===== src/rtl/sipo_pkg.sv =====
// sipo_pkg: shared types for the serial-in/parallel-out controller.
// Holds the frame FSM state encoding used by sipo_ctrl.
package sipo_pkg;

  typedef enum logic {
    ST_IDLE  = 1'b0,
    ST_SHIFT = 1'b1
  } state_e;

endpackage : sipo_pkg


===== src/rtl/sipo_ce.sv =====
// sipo_ce: shift register with clock enable and synchronous clear.
// Ports: clk_i, rst_ni (async low), clr_i, en_i, bit_i; q_o current, d_o shifted.
module sipo_ce #(
  parameter int BITS        = 8,
  parameter int SHIFT_RIGHT = 1
) (
  input  logic            clk_i,
  input  logic            rst_ni,
  input  logic            clr_i,
  input  logic            en_i,
  input  logic            bit_i,
  output logic [BITS-1:0] q_o,
  output logic [BITS-1:0] d_o
);

  logic [BITS-1:0] sr_q;

  // d_o is the value after shifting bit_i in, so the caller can
  // capture a completed word on the same edge that shifts it.
  always_comb begin
    if (SHIFT_RIGHT != 0) begin
      d_o = {bit_i, sr_q[BITS-1:1]};
    end else begin
      d_o = {sr_q[BITS-2:0], bit_i};
    end
  end

  always_ff @(posedge clk_i or negedge rst_ni) begin
    if (!rst_ni) begin
      sr_q <= '0;
    end else if (clr_i) begin
      sr_q <= '0;
    end else if (en_i) begin
      sr_q <= d_o;
    end
  end

  assign q_o = sr_q;

endmodule : sipo_ce


===== src/rtl/sipo_ctrl.sv =====
// sipo_ctrl: framed serial-to-parallel converter with a one-word
// valid/ready output buffer and a sticky overrun flag.
module sipo_ctrl
  import sipo_pkg::*;
#(
  parameter int BITS        = 8,
  parameter int SHIFT_RIGHT = 1
) (
  input  logic            in_clk,
  input  logic            in_rst,
  input  logic            in_start,
  input  logic            in_abort,
  input  logic            in_serial,
  input  logic            in_serial_valid,
  input  logic            in_word_ready,
  input  logic            in_ovr_clr,
  output logic            out_busy,
  output logic [BITS-1:0] out_word,
  output logic            out_word_valid,
  output logic            out_overrun
);

  localparam int CW = $clog2(BITS + 1);
  localparam logic [CW-1:0] LAST = CW'(BITS - 1);

  state_e          state_q;
  logic [CW-1:0]   cnt_q;
  logic [BITS-1:0] word_q, word_d;
  logic            valid_q, valid_d;
  logic            ovr_q, ovr_d;

  logic            in_shift;
  logic            go;
  logic            kill;
  logic            strobe;
  logic            done;
  logic            consume;
  logic            sr_clr;
  logic [BITS-1:0] sr_cur;
  logic [BITS-1:0] sr_nxt;

  assign in_shift = (state_q == ST_SHIFT);
  assign go       = !in_shift && in_start;
  assign kill     = in_shift && in_abort;
  // Abort wins over a strobe in the same cycle.
  assign strobe   = in_shift && !in_abort
                 && in_serial_valid;
  assign done     = strobe && (cnt_q == LAST);
  assign consume  = valid_q && in_word_ready;
  assign sr_clr   = go || kill;

  sipo_ce #(
    .BITS        (BITS),
    .SHIFT_RIGHT (SHIFT_RIGHT)
  ) u_sr (
    .clk_i  (in_clk),
    .rst_ni (in_rst),
    .clr_i  (sr_clr),
    .en_i   (strobe),
    .bit_i  (in_serial),
    .q_o    (sr_cur),
    .d_o    (sr_nxt)
  );

  always_ff @(posedge in_clk or negedge in_rst) begin
    if (!in_rst) begin
      state_q <= ST_IDLE;
      cnt_q   <= '0;
    end else begin
      unique case (state_q)
        ST_IDLE: begin
          if (in_start) begin
            state_q <= ST_SHIFT;
            cnt_q   <= '0;
          end
        end
        ST_SHIFT: begin
          if (in_abort) begin
            state_q <= ST_IDLE;
            cnt_q   <= '0;
          end else if (in_serial_valid) begin
            if (cnt_q == LAST) begin
              state_q <= ST_IDLE;
              cnt_q   <= '0;
            end else begin
              cnt_q <= cnt_q + 1'b1;
            end
          end
        end
        default: begin
          state_q <= ST_IDLE;
          cnt_q   <= '0;
        end
      endcase
    end
  end

  // A completing word takes the buffer only if it is empty or being
  // drained this edge; otherwise the new word is dropped.
  always_comb begin
    word_d  = word_q;
    valid_d = valid_q;
    ovr_d   = ovr_q;
    if (in_ovr_clr) begin
      ovr_d = 1'b0;
    end
    if (done) begin
      if (!valid_q || consume) begin
        word_d  = sr_nxt;
        valid_d = 1'b1;
      end else begin
        ovr_d = 1'b1;
      end
    end else if (consume) begin
      valid_d = 1'b0;
    end
  end

  always_ff @(posedge in_clk or negedge in_rst) begin
    if (!in_rst) begin
      word_q  <= '0;
      valid_q <= 1'b0;
      ovr_q   <= 1'b0;
    end else begin
      word_q  <= word_d;
      valid_q <= valid_d;
      ovr_q   <= ovr_d;
    end
  end

  logic unused_sr;
  assign unused_sr = ^sr_cur;

  assign out_busy       = in_shift;
  assign out_word       = word_q;
  assign out_word_valid = valid_q;
  assign out_overrun    = ovr_q;

endmodule : sipo_ctrl


===== config.mk =====
export PLATFORM = sky130hd
export DESIGN_NAME = sipo_ctrl
export DESIGN_NICKNAME = d
export VERILOG_FILES = /design/src/rtl/sipo_pkg.sv /design/src/rtl/sipo_ce.sv /design/src/rtl/sipo_ctrl.sv
export SDC_FILE = /design/constraint.sdc
export NUM_CORES = 1
export LEC_CHECK = 0
export ABC_AREA = 0
export CAP_MARGIN = 0
export CELL_PAD_IN_SITES_DETAIL_PLACEMENT = 1
export CELL_PAD_IN_SITES_GLOBAL_PLACEMENT = 1
export CORE_ASPECT_RATIO = 0.8
export CORE_MARGIN = 4
export CORE_UTILIZATION = 43
export CTS_CLUSTER_DIAMETER = 50
export DETAILED_ROUTE_END_ITERATION = 12
export PLACE_DENSITY = 0.9
export SLEW_MARGIN = 20
export SYNTH_ARGS = -nofsm -noshare
export SYNTH_HDL_FRONTEND = slang
export SYNTH_SLANG_ARGS = --single-unit

===== constraint.sdc =====
create_clock -name in_clk -period 4 [get_ports in_clk]
set_input_delay 0.8 -clock in_clk [delete_from_list [all_inputs] [get_ports in_clk]]
set_output_delay 0.8 -clock in_clk [all_outputs]
set_load 0.005 [all_outputs]

==> metrics.csv <==
metric,value,unit
"Req. time, crit path",3.20,ns
max_cap viols,0,
Post-DP HPWL,1.43,mm
CTS Buf Count,3,
Syn-to-layout area delta,24.9,%
minimum clock period,2.12,ns
final total power,0.440,mW
fraction of layout cells with a size suffix above 1,18.6,%
Worst slew margin,35.9,%
Initial Util,47.9,%
IO Port Bufs,18,
die width,60.7,um
Compound-Gate Fraction of Synth Area,11.8,%
DR WL/cell,17.6,um
CTS Sinks,22,
Routed Antenna Nets,0,
Synth Area in XOR/XNOR,0,%
final worst slack,1.88,ns
Yosys top cell area share,57.6,%
fmax,471,MHz
Critical Path AT,1.32,ns
initial antenna violation count,0,
critical path type,reg2out,
CTS Root Cell,clkbuf_4,
Mapped Cells,66,
cell family with most CP delay,buffers and inverters,
"flops & latches, synth",22,
Buf/Inv on CP,1,
CTS resizes,0,
diode count,0,
RSZ-0062 raised after global routing,false,
total gr overflow,0,
Synth area leader,dfrtp_1,
Post-Synth Adder-Cell Area,1.31,%
Hold Path Class,reg2reg,
final WL,1.94,mm
synthesized area,956,sq um
later-pin clock latency in the skew report,0.32,ns
Critical Path Sink Type,primary output,
slew of the pin with the lowest slew margin,0.958,ns
first-pass GRT wire length,3.29,mm
Post-CTS Setup Inserts,0,
pwr/cell area,368,mW/mm^2
mux contribution to synthesized area,15.8,%
htree depth,1,
Vias,607,
post-DR vias/cell,5.52,
combinational family with the most area after synthesis,multiplexers,
clk_skew,0.0125,ns
FP Rows,14,
"Seq/Total Area, Yosys",57.6,%
Area contributors post-synth,"dfrtp_1, mux2_4, a22o_1",
DR iter-0 viols,9,
Max IR drop VDD,0.000294,V
final hold vios,0,
Post-Syn Area per Cell,14.5,sq um
Core ar.,0.00200,sq mm
drt drc,0,
fin nets,96,
"Max FO, Critical Path",7,
Syn. warnings,0,
largest net degree at the start of global routing,23,
Die Y,50.2,um
crit path cell chain,clkdlybuf4s50_1,
critical path launch point type,flip-flop,
DRT Pass-1 Iters,4,
Setup WS pre-CTS,1.57,ns
Worst-path clk slew,0.13,ns
Leak,0.553,nW
Post-Syn Nets,75,
TritonCTS clock tree,done,
all-layer global routing usage,15.0,%
I/O pin total,19,
filler cell count,216,
Synth Area in Simple Gates,10.1,%
setup TNS,0,ns
CP max stage cell,clkdlybuf4s50_1,
final slew viol count,0,
final setup fails,0,
# hold bufs at CTS,0,
area of the die,0.00305,sq mm
CP max stage delay,0.55,ns
"Distinct cells, synth",24,
Placer Congestion,0.767,
clock buffer depth,2,
vias in the first global route,647,
period utilisation layout,53.1,%
status,finished clean,
per-stage QoR:
step           std cells  area, sq um  util, %  hold slack, ns
2_1_floorplan         66          956        -           0.466
6_report             110         1190     59.8           0.527
3_3_place_gp         106         1140     57.1           0.486
3_5_place_dp         106         1140     57.1           0.501
4_1_cts              110         1190     59.8           0.532
5_1_grt              110         1190     59.8           0.556
power breakdown:
part / total, mW / leakage [nW] / internal, mW / switching (mW)
sequential: 0.231 / 0.304 / 0.226 / 0.00503
combinational: 0.0356 / 0.221 / 0.0171 / 0.0185
clock: 0.173 / 0.0279 / 0.102 / 0.0711
layer usage:
layer	vias up	global-route usage [%]	wire, um
met2	13	23.8	977
met3	4	5.64	99
met1	309	18.1	816
li1	281	-	-
met5	-	0	0
met4	0	6.50	42
worst paths after layout:
kind,start,end,slack [ns],depth (start not counted)
worst max-delay path,out_busy,out_busy,1.88,1
worst min-delay path,out_word[4],out_word[4],0.53,1
worst max register to register,cnt_q[0],out_word[6],2.37,4
worst min register to register,out_word[4],out_word[4],0.53,1
max in group asynchronous,in_rst,out_word[6],2.42,1
min in group asynchronous,in_rst,out_word[1],0.99,1
sequential cells by signal, summed over array words and instances (netlist names):
signal and count:
out_overrun 1, out_word 8, cnt_q 4, out_word_valid 1, out_busy 1, u_sr.q_o 7
cell usage after synthesis:
cell / count
nor2_1: 1
buf_12: 1
nand3_1: 1
o21a_1: 1
and3b_1: 1
inv_1: 2
nand4_1: 1
mux2_2: 1
dfrtp_1: 22
mux2i_1: 2
and2b_1: 1
o22ai_2: 1
and3_4: 1
a21oi_1: 2
a22o_1: 8
ha_1: 1
nand2b_4: 1
and4b_1: 1
o22ai_1: 2
buf_2: 1
nand2b_1: 1
mux2_4: 8
nand2_1: 4
or3b_1: 1
cell usage in the layout (no fill, tap or decap), drive strengths merged:
cell type,instances
and3,1
nand3,1
o22ai,3
o21a,1
dfrtp,22
nand2,4
nand4,1
mux2,9
nor2,1
and3b,1
nand2b,2
clkbuf,3
ha,1
or3b,1
and2b,1
bufinv,1
mux2i,2
inv,2
a22o,8
and4b,1
a21oi,2
clkdlybuf4s50,18
cell type report:
type / instances / area, sq um / area share, %
flip-flops and latches: 22 / 551 / 46.1
multi-input cells: 40 / 373 / 31.2
repair buffers: 18 / 180 / 15.1
clock inverters: 1 / 30.0 / 2.52
well taps: 24 / 30.0 / 2.52
clock buffers: 3 / 22.5 / 1.89
inverters: 2 / 7.51 / 0.629
cells by family after synthesis:
family | count (synthesis)
adder cells (fa/ha/maj) | 1
AO/OA/AOI/OAI | 14
multiplexers | 11
flip-flops | 22
buffers and inverters | 4
AND/OR/NAND/NOR | 14
No activity file was read; power rests on OpenSTA's default activity.
